--- src/rtl/mem_access_stage_pkg.sv ---
// Shared definitions for the memory-access stage.
//   - aluop encodings for the byte/word loads and stores
//   - FSM state encoding (IDLE / REQ)
//   - zero constants and the latched packet structure
//   - small aluop classification helpers
package mem_access_stage_pkg;

  localparam logic [7:0] MINIMIPS32_LB = 8'h90;
  localparam logic [7:0] MINIMIPS32_LW = 8'h92;
  localparam logic [7:0] MINIMIPS32_SB = 8'h98;
  localparam logic [7:0] MINIMIPS32_SW = 8'h9A;

  localparam logic [31:0] ZERO_WORD  = 32'h0000_0000;
  localparam logic [63:0] ZERO_DWORD = 64'h0000_0000_0000_0000;

  typedef enum logic [0:0] {
    ST_IDLE = 1'b0,
    ST_REQ  = 1'b1
  } mem_state_e;

  // Packet held while a bus transaction is outstanding.
  typedef struct packed {
    logic [7:0]  aluop;
    logic [4:0]  wa;
    logic        wreg;
    logic        whilo;
    logic        mreg;
    logic [31:0] wd;
    logic [63:0] mul;
  } mem_pkt_t;

  function automatic logic is_mem_op(input logic [7:0] op);
    return (op == MINIMIPS32_LB) || (op == MINIMIPS32_LW) ||
           (op == MINIMIPS32_SB) || (op == MINIMIPS32_SW);
  endfunction

  function automatic logic is_load_op(input logic [7:0] op);
    return (op == MINIMIPS32_LB) || (op == MINIMIPS32_LW);
  endfunction

  // Only word accesses carry an alignment requirement.
  function automatic logic is_word_op(input logic [7:0] op);
    return (op == MINIMIPS32_LW) || (op == MINIMIPS32_SW);
  endfunction

endpackage

--- src/rtl/mem_access_stage_if.sv ---
// Data-memory bus between the memory stage (master) and data memory (slave).
// Handshake: the master raises dm_req_o with dm_we_o/dm_addr_o/dm_wdata_o and
// holds all of them stable until the slave returns a single-cycle dm_ack_i;
// dm_rdata_i is only meaningful in the ack cycle. dm_we_o == 0 means a read.
interface mem_access_stage_if;
  logic        dm_req_o;
  logic [3:0]  dm_we_o;
  logic [31:0] dm_addr_o;
  logic [31:0] dm_wdata_o;
  logic        dm_ack_i;
  logic [31:0] dm_rdata_i;

  modport master (
    output dm_req_o, dm_we_o, dm_addr_o, dm_wdata_o,
    input  dm_ack_i, dm_rdata_i
  );

  modport slave (
    input  dm_req_o, dm_we_o, dm_addr_o, dm_wdata_o,
    output dm_ack_i, dm_rdata_i
  );
endinterface

--- src/rtl/mem_access_stage_lane_unit.sv ---
// mem_lane_unit: combinational byte-lane logic for the memory stage.
// Lanes are little-endian: lane k occupies bits 8k+7:8k, k = addr[1:0].
// Ports:
//   st_aluop/st_off/st_din -> st_we/st_wdata : store byte enables and data
//   ld_aluop/ld_off/ld_rdata -> ld_data      : load lane select and extension
module mem_lane_unit
  import mem_access_stage_pkg::*;
(
  input  logic [7:0]  st_aluop,
  input  logic [1:0]  st_off,
  input  logic [31:0] st_din,
  output logic [3:0]  st_we,
  output logic [31:0] st_wdata,
  input  logic [7:0]  ld_aluop,
  input  logic [1:0]  ld_off,
  input  logic [31:0] ld_rdata,
  output logic [31:0] ld_data
);

  logic [31:0] ld_shift;
  logic [7:0]  ld_byte;

  always_comb begin
    st_we    = 4'b0000;
    st_wdata = st_din;
    if (st_aluop == MINIMIPS32_SB) begin
      st_we    = 4'b0001 << st_off;
      // Byte replicated on every lane; the enables pick the one memory keeps.
      st_wdata = {4{st_din[7:0]}};
    end else if (st_aluop == MINIMIPS32_SW) begin
      st_we    = 4'b1111;
    end
  end

  always_comb begin
    ld_shift = ld_rdata >> {ld_off, 3'b000};
    ld_byte  = ld_shift[7:0];
    if (ld_aluop == MINIMIPS32_LB) begin
      ld_data = {{24{ld_byte[7]}}, ld_byte};
    end else begin
      ld_data = ld_rdata;
    end
  end

endmodule

--- src/rtl/mem_access_stage.sv ---
// mem_access_stage: memory stage of the pipeline.
// Consumes the registered execute-stage packet, runs LB/LW/SB/SW on the
// data-memory bus and emits a one-cycle write-back pulse per accepted packet.
// Non-memory ops retire one cycle after acceptance.
// Ports:
//   cpu_clk_50M, cpu_rst_n      clock, synchronous active-high reset
//   mem_valid_i / mem_ready_o   upstream handshake; accept = valid & ready
//   mem_*_i                     execute-stage packet fields
//   stall_req_o                 holds the pipeline during memory ops
//   dm                          data-memory bus (master side)
//   wb_*_o                      registered write-back packet, wb_valid_o pulse
//   dbg_state_o                 current FSM state
module mem_access_stage
  import mem_access_stage_pkg::*;
#(
  parameter int ACK_TIMEOUT = 16
) (
  input  logic                       cpu_clk_50M,
  input  logic                       cpu_rst_n,
  input  logic                       mem_valid_i,
  output logic                       mem_ready_o,
  input  logic [7:0]                 mem_aluop_i,
  input  logic [4:0]                 mem_wa_i,
  input  logic                       mem_wreg_i,
  input  logic                       mem_whilo_i,
  input  logic                       mem_mreg_i,
  input  logic [31:0]                mem_wd_i,
  input  logic [31:0]                mem_din_i,
  input  logic [63:0]                mem_mul_i,
  output logic                       stall_req_o,
  mem_access_stage_if.master         dm,
  output logic                       wb_valid_o,
  output logic [4:0]                 wb_wa_o,
  output logic                       wb_wreg_o,
  output logic [31:0]                wb_wd_o,
  output logic                       wb_whilo_o,
  output logic [63:0]                wb_hilo_o,
  output logic                       wb_addr_err_o,
  output logic                       wb_bus_err_o,
  output mem_state_e                 dbg_state_o
);

  // Timeout fires in the ACK_TIMEOUT-th REQ cycle without an ack.
  localparam logic [15:0] TO_LAST = 16'(ACK_TIMEOUT - 1);

  mem_state_e  state_q, state_d;
  logic [15:0] cnt_q, cnt_d;
  mem_pkt_t    pkt_q, pkt_d;

  logic        dm_req_q, dm_req_d;
  logic [3:0]  dm_we_q, dm_we_d;
  logic [31:0] dm_addr_q, dm_addr_d;
  logic [31:0] dm_wdata_q, dm_wdata_d;

  logic        wb_valid_q, wb_valid_d;
  logic [4:0]  wb_wa_q, wb_wa_d;
  logic        wb_wreg_q, wb_wreg_d;
  logic [31:0] wb_wd_q, wb_wd_d;
  logic        wb_whilo_q, wb_whilo_d;
  logic [63:0] wb_hilo_q, wb_hilo_d;
  logic        wb_addr_err_q, wb_addr_err_d;
  logic        wb_bus_err_q, wb_bus_err_d;

  logic        accept;
  logic        in_is_mem;
  logic        timeout_hit;
  logic [3:0]  st_we;
  logic [31:0] st_wdata;
  logic [31:0] ld_data;

  mem_lane_unit u_lane (
    .st_aluop (mem_aluop_i),
    .st_off   (mem_wd_i[1:0]),
    .st_din   (mem_din_i),
    .st_we    (st_we),
    .st_wdata (st_wdata),
    .ld_aluop (pkt_q.aluop),
    .ld_off   (pkt_q.wd[1:0]),
    .ld_rdata (dm.dm_rdata_i),
    .ld_data  (ld_data)
  );

  assign mem_ready_o = (state_q == ST_IDLE) & ~cpu_rst_n;
  assign accept      = mem_valid_i & mem_ready_o;
  assign in_is_mem   = is_mem_op(mem_aluop_i);
  assign stall_req_o = (state_q != ST_IDLE) | (accept & in_is_mem);
  assign timeout_hit = (ACK_TIMEOUT != 0) && (cnt_q == TO_LAST);

  always_comb begin
    state_d       = state_q;
    cnt_d         = cnt_q;
    pkt_d         = pkt_q;
    dm_req_d      = dm_req_q;
    dm_we_d       = dm_we_q;
    dm_addr_d     = dm_addr_q;
    dm_wdata_d    = dm_wdata_q;
    // Write-back fields are zero in every cycle that is not a retire.
    wb_valid_d    = 1'b0;
    wb_wa_d       = 5'd0;
    wb_wreg_d     = 1'b0;
    wb_wd_d       = ZERO_WORD;
    wb_whilo_d    = 1'b0;
    wb_hilo_d     = ZERO_DWORD;
    wb_addr_err_d = 1'b0;
    wb_bus_err_d  = 1'b0;

    case (state_q)
      ST_IDLE: begin
        if (accept) begin
          if (!in_is_mem) begin
            wb_valid_d = 1'b1;
            wb_wa_d    = mem_wa_i;
            wb_wreg_d  = mem_wreg_i;
            wb_wd_d    = mem_wd_i;
            wb_whilo_d = mem_whilo_i;
            wb_hilo_d  = mem_mul_i;
          end else if (is_word_op(mem_aluop_i) && (mem_wd_i[1:0] != 2'b00)) begin
            // Misaligned word access: retire as an error without touching the bus.
            wb_valid_d    = 1'b1;
            wb_wa_d       = mem_wa_i;
            wb_wd_d       = mem_wd_i;
            wb_addr_err_d = 1'b1;
          end else begin
            pkt_d.aluop = mem_aluop_i;
            pkt_d.wa    = mem_wa_i;
            pkt_d.wreg  = mem_wreg_i;
            pkt_d.whilo = mem_whilo_i;
            pkt_d.mreg  = mem_mreg_i;
            pkt_d.wd    = mem_wd_i;
            pkt_d.mul   = mem_mul_i;
            cnt_d       = 16'd0;
            dm_req_d    = 1'b1;
            dm_we_d     = st_we;
            dm_addr_d   = {mem_wd_i[31:2], 2'b00};
            dm_wdata_d  = st_wdata;
            state_d     = ST_REQ;
          end
        end
      end

      ST_REQ: begin
        if (dm.dm_ack_i) begin
          // Ack takes priority over a timeout landing in the same cycle.
          wb_valid_d = 1'b1;
          wb_wa_d    = pkt_q.wa;
          wb_wreg_d  = is_load_op(pkt_q.aluop) ? pkt_q.wreg : 1'b0;
          wb_wd_d    = (is_load_op(pkt_q.aluop) && pkt_q.mreg) ? ld_data : pkt_q.wd;
          wb_whilo_d = pkt_q.whilo;
          wb_hilo_d  = pkt_q.mul;
          dm_req_d   = 1'b0;
          dm_we_d    = 4'b0000;
          dm_addr_d  = ZERO_WORD;
          dm_wdata_d = ZERO_WORD;
          cnt_d      = 16'd0;
          state_d    = ST_IDLE;
        end else if (timeout_hit) begin
          wb_valid_d   = 1'b1;
          wb_wa_d      = pkt_q.wa;
          wb_wd_d      = pkt_q.wd;
          wb_bus_err_d = 1'b1;
          dm_req_d     = 1'b0;
          dm_we_d      = 4'b0000;
          dm_addr_d    = ZERO_WORD;
          dm_wdata_d   = ZERO_WORD;
          cnt_d        = 16'd0;
          state_d      = ST_IDLE;
        end else if (ACK_TIMEOUT != 0) begin
          cnt_d = cnt_q + 16'd1;
        end
      end

      default: begin
        state_d = ST_IDLE;
      end
    endcase
  end

  always_ff @(posedge cpu_clk_50M) begin
    if (cpu_rst_n) begin
      state_q       <= ST_IDLE;
      cnt_q         <= 16'd0;
      pkt_q         <= '0;
      dm_req_q      <= 1'b0;
      dm_we_q       <= 4'b0000;
      dm_addr_q     <= ZERO_WORD;
      dm_wdata_q    <= ZERO_WORD;
      wb_valid_q    <= 1'b0;
      wb_wa_q       <= 5'd0;
      wb_wreg_q     <= 1'b0;
      wb_wd_q       <= ZERO_WORD;
      wb_whilo_q    <= 1'b0;
      wb_hilo_q     <= ZERO_DWORD;
      wb_addr_err_q <= 1'b0;
      wb_bus_err_q  <= 1'b0;
    end else begin
      state_q       <= state_d;
      cnt_q         <= cnt_d;
      pkt_q         <= pkt_d;
      dm_req_q      <= dm_req_d;
      dm_we_q       <= dm_we_d;
      dm_addr_q     <= dm_addr_d;
      dm_wdata_q    <= dm_wdata_d;
      wb_valid_q    <= wb_valid_d;
      wb_wa_q       <= wb_wa_d;
      wb_wreg_q     <= wb_wreg_d;
      wb_wd_q       <= wb_wd_d;
      wb_whilo_q    <= wb_whilo_d;
      wb_hilo_q     <= wb_hilo_d;
      wb_addr_err_q <= wb_addr_err_d;
      wb_bus_err_q  <= wb_bus_err_d;
    end
  end

  assign dm.dm_req_o     = dm_req_q;
  assign dm.dm_we_o      = dm_we_q;
  assign dm.dm_addr_o    = dm_addr_q;
  assign dm.dm_wdata_o   = dm_wdata_q;

  assign wb_valid_o    = wb_valid_q;
  assign wb_wa_o       = wb_wa_q;
  assign wb_wreg_o     = wb_wreg_q;
  assign wb_wd_o       = wb_wd_q;
  assign wb_whilo_o    = wb_whilo_q;
  assign wb_hilo_o     = wb_hilo_q;
  assign wb_addr_err_o = wb_addr_err_q;
  assign wb_bus_err_o  = wb_bus_err_q;
  assign dbg_state_o   = state_q;

endmodule

--- src/flat_wrapper.sv ---
// flat-port wrapper written by rule: the top's interface ports become plain ports
module mem_access_stage_flat import mem_access_stage_pkg::*;
#(
  parameter int ACK_TIMEOUT = 16
)
  (cpu_clk_50M, cpu_rst_n, mem_valid_i, mem_ready_o, mem_aluop_i, mem_wa_i, mem_wreg_i, mem_whilo_i, mem_mreg_i, mem_wd_i, mem_din_i, mem_mul_i, stall_req_o, wb_valid_o, wb_wa_o, wb_wreg_o, wb_wd_o, wb_whilo_o, wb_hilo_o, wb_addr_err_o, wb_bus_err_o, dbg_state_o, dm_dm_req_o, dm_dm_we_o, dm_dm_addr_o, dm_dm_wdata_o, dm_dm_ack_i, dm_dm_rdata_i);
  mem_access_stage_if dm_i ();
  input  logic cpu_clk_50M;
  input  logic cpu_rst_n;
  input  logic mem_valid_i;
  output logic mem_ready_o;
  input  logic [7:0] mem_aluop_i;
  input  logic [4:0] mem_wa_i;
  input  logic mem_wreg_i;
  input  logic mem_whilo_i;
  input  logic mem_mreg_i;
  input  logic [31:0] mem_wd_i;
  input  logic [31:0] mem_din_i;
  input  logic [63:0] mem_mul_i;
  output logic stall_req_o;
  output logic wb_valid_o;
  output logic [4:0] wb_wa_o;
  output logic wb_wreg_o;
  output logic [31:0] wb_wd_o;
  output logic wb_whilo_o;
  output logic [63:0] wb_hilo_o;
  output logic wb_addr_err_o;
  output logic wb_bus_err_o;
  output mem_state_e dbg_state_o;
  output wire logic [$bits(dm_i.dm_req_o)-1:0] dm_dm_req_o;
  output wire logic [$bits(dm_i.dm_we_o)-1:0] dm_dm_we_o;
  output wire logic [$bits(dm_i.dm_addr_o)-1:0] dm_dm_addr_o;
  output wire logic [$bits(dm_i.dm_wdata_o)-1:0] dm_dm_wdata_o;
  input wire logic [$bits(dm_i.dm_ack_i)-1:0] dm_dm_ack_i;
  input wire logic [$bits(dm_i.dm_rdata_i)-1:0] dm_dm_rdata_i;
  assign dm_dm_req_o = dm_i.dm_req_o;
  assign dm_dm_we_o = dm_i.dm_we_o;
  assign dm_dm_addr_o = dm_i.dm_addr_o;
  assign dm_dm_wdata_o = dm_i.dm_wdata_o;
  assign dm_i.dm_ack_i = dm_dm_ack_i;
  assign dm_i.dm_rdata_i = dm_dm_rdata_i;
  mem_access_stage #(.ACK_TIMEOUT(ACK_TIMEOUT)) u_core (.cpu_clk_50M(cpu_clk_50M), .cpu_rst_n(cpu_rst_n), .mem_valid_i(mem_valid_i), .mem_ready_o(mem_ready_o), .mem_aluop_i(mem_aluop_i), .mem_wa_i(mem_wa_i), .mem_wreg_i(mem_wreg_i), .mem_whilo_i(mem_whilo_i), .mem_mreg_i(mem_mreg_i), .mem_wd_i(mem_wd_i), .mem_din_i(mem_din_i), .mem_mul_i(mem_mul_i), .stall_req_o(stall_req_o), .dm(dm_i), .wb_valid_o(wb_valid_o), .wb_wa_o(wb_wa_o), .wb_wreg_o(wb_wreg_o), .wb_wd_o(wb_wd_o), .wb_whilo_o(wb_whilo_o), .wb_hilo_o(wb_hilo_o), .wb_addr_err_o(wb_addr_err_o), .wb_bus_err_o(wb_bus_err_o), .dbg_state_o(dbg_state_o));
endmodule
--- config.mk ---
export PLATFORM = sky130hd
export DESIGN_NAME = mem_access_stage_flat
export DESIGN_NICKNAME = d
export VERILOG_FILES = /design/src/rtl/mem_access_stage_pkg.sv /design/src/rtl/mem_access_stage_if.sv /design/src/rtl/mem_access_stage_lane_unit.sv /design/src/rtl/mem_access_stage.sv /design/src/flat_wrapper.sv
export SDC_FILE = /design/constraint.sdc
export NUM_CORES = 1
export LEC_CHECK = 0
export ABC_AREA = 1
export BUFFER_PORTS_ARGS = -buffer_cell sky130_fd_sc_hd__buf_2
export CORE_MARGIN = 2
export CORE_UTILIZATION = 47
export DETAILED_ROUTE_END_ITERATION = 16
export PLACE_DENSITY_LB_ADDON = 0.1
export SLEW_MARGIN = 10
export SYNTH_ARGS = -nofsm -noshare
export SYNTH_HDL_FRONTEND = slang
export SYNTH_SLANG_ARGS = --single-unit
export TNS_END_PERCENT = 50
--- constraint.sdc ---
create_clock -name cpu_clk_50M -period 1.84 [get_ports cpu_clk_50M]
set_clock_uncertainty 0.15 [all_clocks]
set_input_delay 0.092 -clock cpu_clk_50M [delete_from_list [all_inputs] [get_ports cpu_clk_50M]]
set_output_delay 0.092 -clock cpu_clk_50M [all_outputs]
set_load 0.005 [all_outputs]
# Yosys cells after proc, flatten, opt, wreduce, memory -nomap -nowiden
# Cells that the tools add are included.
dict set report word_totals {
  elab_cells 127
  in_bits 180
  out_inout_bits 178
  register_bits 304
}
dict set report op_classes {
  eq_ne 11
  n_mux 70
  shift 2
  reduce_logical 13
  add_sub_neg 1
  bitwise_logic 9
}
# op n
set op_table {}
lappend op_table {{two-way mux 32 bit} 16}
lappend op_table {{two-way mux 64 bit} 3}
lappend op_table {{one-hot mux 32 bit (2 select lines)} 3}
lappend op_table {{one-hot mux 64 bit (2 select lines)} 1}
lappend op_table {{two-way mux 16 bit} 5}
lappend op_table {{== test 8 bit (second input constant)} 6}
lappend op_table {{one-hot mux 16 bit (2 select lines)} 1}
lappend op_table {{right shift 32 x 5 -> 8 bit} 1}
lappend op_table {{two-way mux 4 bit} 7}
lappend op_table {{two-way mux 5 bit} 5}
lappend op_table {{two-way mux 1 bit} 22}
lappend op_table {{adder 16 x 1 -> 16 bit (second input constant)} 1}
lappend op_table {{== test 16 x 4 -> 1 bit (second input constant)} 1}
lappend op_table {{one-hot mux 1 bit (2 select lines)} 5}
lappend op_table {{one-hot mux 5 bit (2 select lines)} 1}
lappend op_table {{one-hot mux 4 bit (2 select lines)} 1}
lappend op_table {{AND reduction 4 bit} 2}
lappend op_table {{logical OR 1 bit} 5}
lappend op_table {{NOT 1 bit} 5}
lappend op_table {{!= test 2 x 1 -> 1 bit (second input constant)} 2}
lappend op_table {{OR reduction 4 bit} 1}
lappend op_table {{<< shifter 1 x 2 -> 4 bit (first input constant)} 1}
lappend op_table {{AND 1 bit} 3}
lappend op_table {{!= test 3 bit (second input constant)} 1}
lappend op_table {{6 further kinds} 7}

# Logic depth before layout (Yosys ltp)
dict set report depth {
  word_depth 7
  depth_mapped 11
  ltp_nobuf 10
}

# By module
# From an unflattened synthesis, not the netlist that was laid out.
dict set report hier_totals {
  hier_cells 1979
  hier_area_um2 13559.3
}
# mod n_inst seq_area_each_um2 area_each_um2 cells_each
set modules_own_cells {}
lappend modules_own_cells {mem_access_stage 1 6045.8 12325.6 1701}
lappend modules_own_cells {mem_lane_unit 1 0.0 1233.7 278}

# Worst setup path after synthesis
# Ideal clock, no wire load.
dict set report synth_timing {
  path_type {reg2reg}
  start {register u_core.cnt_q[0]}
  end {register u_core.dm_req_q, in the netlist u_core.dm.dm_req_o}
  setup_ps 128
  t_required_ps 1562
  setup_slack_ps 81
  n_path_buf 2
  stages_incl_launch_ff 11
  arrival_ps 1481
  period_less_slack_ps 1759
  path_cell_list {dfxtp_1 ha_1 nand3_1 nor2_1 nand2_1 nand2_1 nand2_1 buf_2 buf_2 a21oi_1 nor2_1}
}
dict set report synth_between {
  elab_chain_cells 3
}
# item line_no
set synth_rtl {}
lappend synth_rtl {{from (decl)} mem_access_stage.sv:47} ;# logic [15:0] cnt_q, cnt_d;
lappend synth_rtl {{from (signal assigned)} mem_access_stage.sv:197} ;# cnt_q <= cnt_d;
lappend synth_rtl {{== test 16 x 4 -> 1 bit} mem_access_stage.sv:87} ;# assign timeout_hit = (ACK_TIMEOUT != 0) && (cnt_q == TO_LAST);
lappend synth_rtl {{!= test 3 bit (no source line)} -}
lappend synth_rtl {{AND reduction 4 bit (no source line)} -}
lappend synth_rtl {{to (signal assigned)} mem_access_stage.sv:199} ;# dm_req_q <= dm_req_d;
lappend synth_rtl {{to (decl)} mem_access_stage.sv:50} ;# logic dm_req_q, dm_req_d;
# No other way between the ends.
# A chain may end at the register's enable or synchronous reset.

# Worst setup path after layout
dict set report layout_timing {
  start {register u_core.state_q, in the netlist u_core.dbg_state_o}
  end {output port stall_req_o}
}
dict set report layout_between {
  elab_chain_cells 5
}
# item line_no
set layout_rtl {}
lappend layout_rtl {{from (decl)} mem_access_stage.sv:46} ;# mem_state_e state_q, state_d;
lappend layout_rtl {{from (signal assigned)} mem_access_stage.sv:196} ;# state_q <= state_d;
lappend layout_rtl {{NOT 1 bit (no source line)} -}
lappend layout_rtl {{AND 1 bit} mem_access_stage.sv:83} ;# assign mem_ready_o = (state_q == ST_IDLE) & ~cpu_rst_n;
lappend layout_rtl {{AND 1 bit} mem_access_stage.sv:84} ;# assign accept = mem_valid_i & mem_ready_o;
lappend layout_rtl {{AND 1 bit} mem_access_stage.sv:86} ;# assign stall_req_o = (state_q != ST_IDLE) | (accept & in_is_mem);
lappend layout_rtl {{OR 1 bit (*)} mem_access_stage.sv:86}
lappend layout_rtl {{to (decl)} flat_wrapper.sv:20} ;# output logic stall_req_o;
# Mark *: on every way between the ends. The rest lies on a longest branch, timed or not.

==> summary.md <==
| Metric | Value |
|---|---|
| Critical path's slowest cell | `dfxtp_2` |
| Most used DFF post-synth | `dfxtp_1` |
| Maximum vdd ir drop | `0.825 mV` |
| Reg2reg start | `u_core.dbg_state_o` |
| Setup crit start kind | `flop` |
| Worst-Margin Slew | `858 ps` |
| Setup Crit Path Kind | `flop to primary output` |
| Htree depth | `1` |
| Post-synth EDFFs | `0` |
| Critical Path AT | `1540 ps` |
| Flip-flop and latch area | `6050 sq um` |
| Lkg Pwr | `7.92 nW` |
| First-pass GRT wire length | `66300 um` |
| Layout cells sized above 1 | `22.0%` |
| FILL cells | `2165` |
| Yosys top cell by area | `dfxtp_1` |
| Final Power | `0.0147 W` |
| Critical Path, Cell by Cell | `inv_2 > nand2_2 > nor2_4 > buf_6 > nand2_2 > nand2_1 > buf_2` |
| CTS tree | `yes` |
| Buffers on Ports | `355` |
| Simple-gate share of the synthesized area | `30.5%` |
| Gate Count Post-Synth | `1761` |
| Initial Utilization | `47.8%` |
| Clk root buf | `clkbuf_16` |
| Critical path depth | `7` |
| Reg2reg end | `u_core.wb_hilo_o[24]` |
| Top cells by count, synth | `nand2_1, dfxtp_1, a21oi_1` |
| Post-synth top area share | `48.6%` |
| Die Y | `167 um` |
| XOR/XNOR Fraction of Synth Area | `0%` |
| Sw frac | `22.2%` |
| Ys async rst share | `0%` |
| R2R Setup Slk | `90 ps` |
| P_int | `0.0114 W` |
| Most used cell, CP | `nand2_2` |
| Failing checks | `hold timing` |
| Number of synthesized register bits | `302` |
| Die outline area | `27800 sq um` |
| Crit path from | `u_core.dbg_state_o` |
| Max Clock Freq | `0.562 GHz` |
| WL per Instance | `15.9 um` |
| HPWL after detailed placement | `26300 um` |
| DRT Pass-1 Iters | `7` |
| Initial drt markers | `1196` |
| Clock group share of total power | `47.0%` |
| Area fraction in compound gates after synthesis | `13.6%` |
| Largest net degree at the start of global routing | `182` |
| Status | `finished, violations left` |
| Deepest clock path buffer count | `3` |
| Area of the multi-input gates | `5560 sq um` |
| Most frequent cell after synthesis | `nand2_1` |
| Mean area per synthesized cell | `7.07 sq um` |
| Cts bufs inserted | `31` |
| Cells taking the most area after synthesis | `dfxtp_1, nand2_1, a21oi_1, nand3_1, o21ai_0` |
| Worst-path maximum fanout | `3` |
| Final nets | `2447` |
| Vias in the first global route | `13032` |
| Yosys warning count | `0` |
| PD cells | `827 nW/um^2` |
| Area of the mapped netlist | `12400 sq um` |
| Max_slew headroom | `42.8%` |
| Synth unique cells | `33` |
| Clock sink count | `302` |
| Core Util, Final | `68.1%` |
| Seq/Total Area, Yosys | `48.6%` |
| Final Cycle Share | `96.6%` |
| Critical Path RT | `1600 ps` |
| Area delta synth->final | `42.6%` |
| Reg2reg path depth | `10` |
| Worst hold slack | `-27.1 ps` |
| Chip width | `167 um` |
| Max Slew Vio Count | `0` |
| CP Buf/Inv Count | `3` |
| Core area | `26100 sq um` |
| WL final | `41700 um` |
| GR Overflow Total | `0` |
| Final Hold Viols | `6` |
| Combinational power share | `7.7%` |
| Reg power frac | `45.3%` |
| Worst hold path type | `input port to flop` |
| Clk_lat worst skew | `560 ps` |
| Max Cap Viol | `0` |
| Crit path capture | `stall_req_o` |
| Final Setup Violations | `0` |
| Vias | `13673` |
| Largest family of logic cells by synthesized area | `simple AND/OR/NAND/NOR gates` |
| Clock transition at path regs | `70 ps` |
| Synthesized-area fraction occupied by adder cells | `0.101%` |
| CP peak stage delay | `330 ps` |
| Vias per inst | `5.20` |
| FP Rows | `59` |
| Post-route ant nets | `0` |
| RSZ-0062 raised after global routing | `true` |
| Switching pwr | `0.00325 W` |
| Tmin final | `1780 ps` |
| Mux contribution to synthesized area | `0%` |
| RD Place Congestion | `0.882` |
| Residual DRC count | `0` |
| Critical Path Sink Type | `primary output` |
| I/O pin count | `358` |
| Total track usage | `28.6%` |
| Initial antenna violation count | `1` |
| Crit path max-delay family | `simple AND/OR/NAND/NOR gates` |
## area by class of cell
cell class	count	share of cell area [%]
clock buffers	41	5.04
inverters	87	1.88
diodes	2	0.0282
clock inverters	16	1.36
flip-flops and latches	302	34.1
repair buffers	591	23.9
well taps	335	2.36
multi-input cells	1253	31.4
## how the worst min path moves through the flow
stage                   startpoint  depth (start not counted)                   end
finish                   cpu_rst_n                          5       u_core.cnt_q[4]
global route             cpu_rst_n                          3      u_core.cnt_q[12]
CTS                 mem_aluop_i[0]                          7  u_core.wb_addr_err_o
detailed placement    mem_wd_i[18]                          3    u_core.wb_wd_o[18]
global placement      mem_wd_i[14]                          3    u_core.wb_wd_o[14]
floorplan             mem_wd_i[11]                          2    u_core.wb_wd_o[11]
## registers in the layout, summed over array words and instances (netlist names)
name and flops:
u_core.pkt_q 112, u_core.wb_hilo_o 64, u_core.dm.dm_wdata_o 32, u_core.wb_wd_o 32, u_core.dm.dm_addr_o 30, u_core.cnt_q 16, u_core.wb_wa_o 5, u_core.dm.dm_we_o 4
u_core.dbg_state_o 1, u_core.dm.dm_req_o 1, u_core.wb_addr_err_o 1, u_core.wb_bus_err_o 1, u_core.wb_valid_o 1, u_core.wb_whilo_o 1, u_core.wb_wreg_o 1
## through the flow
stage / setup WS (ps) / cells / setup TNS [ps] / area (sq um)
after floorplan: 81.1 / 1762 / 0 / 12400
after global placement: 25.0 / 2389 / 0 / 14700
after detailed placement: -15.5 / 2389 / -29.2 / 14700
after CTS: -24.5 / 2622 / -24.5 / 17600
after global routing: -25.1 / 2626 / -131 / 17700
final: 61.8 / 2627 / 0 / 17700
## kinds of logic after synthesis
| logic type | after synthesis |
|---|---|
| compound gates | 332 |
| fa+ha+maj | 1 |
| buf+inv | 207 |
| flops | 302 |
| other cells | 1 |
| simple gates | 918 |
## cell usage in the layout, fill, tap and decap left out, types with 3 or more instances in the layout
| cell type | n |
|---|---|
| nor2_2 | 3 |
| dfxtp_1 | 300 |
| a21oi_1 | 244 |
| nand2_2 | 6 |
| inv_2 | 4 |
| buf_2 | 354 |
| buf_12 | 18 |
| nand4_1 | 9 |
| nand2_1 | 604 |
| o31ai_1 | 8 |
| nand3_2 | 5 |
| clkinv_1 | 3 |
| inv_1 | 77 |
| dlygate4sd3_1 | 176 |
| buf_6 | 3 |
| clkbuf_16 | 31 |
| nand3_1 | 189 |
| clkbuf_8 | 8 |
| clkinvlp_4 | 4 |
| bufinv_16 | 6 |
| buf_4 | 39 |
| nor3_1 | 9 |
| o21ai_0 | 66 |
| o21ai_1 | 11 |
| nor2_1 | 84 |
| clkinv_2 | 7 |
## power groups by stage
stage	logic [W]	registers (W)	clock network, W
after floorplan	0.000335	0.00680	0
after detailed placement	0.000795	0.00679	0
after CTS	0.00110	0.00664	0.00700
after global routing	0.00122	0.00665	0.00726
after global placement	0.000793	0.00679	0
final	0.00113	0.00664	0.00690
## worst reg2reg max path: stages, from the launching register on
cell and delay (ps):
dfxtp_2 330, inv_2 50, nand2_2 70, nor2_4 160
buf_6 130, buf_12 100, nand2_1 60, clkinv_1 90
buf_12 220, nand2_1 130, a21oi_1 160
## per-layer routing
| metal | track usage [%] | vias up | share of wire [%] |
|---|---|---|---|
| met5 | 0 | - | 0 |
| met4 | 10.8 | 0 | 3.9 |
| met3 | 6.30 | 144 | 7.9 |
| met2 | 48.0 | 585 | 47 |
| met1 | 36.1 | 6238 | 41 |
| li1 | - | 6706 | - |
## timing repair
item,CTS,global route
resized for setup,4,19
setup endpoints to repair,23,132
buffers inserted,0,3
hold endpoints to repair,278,0
hold buffers,176,0
pin swaps,0,3
No activity file was read; power rests on OpenSTA's default activity.
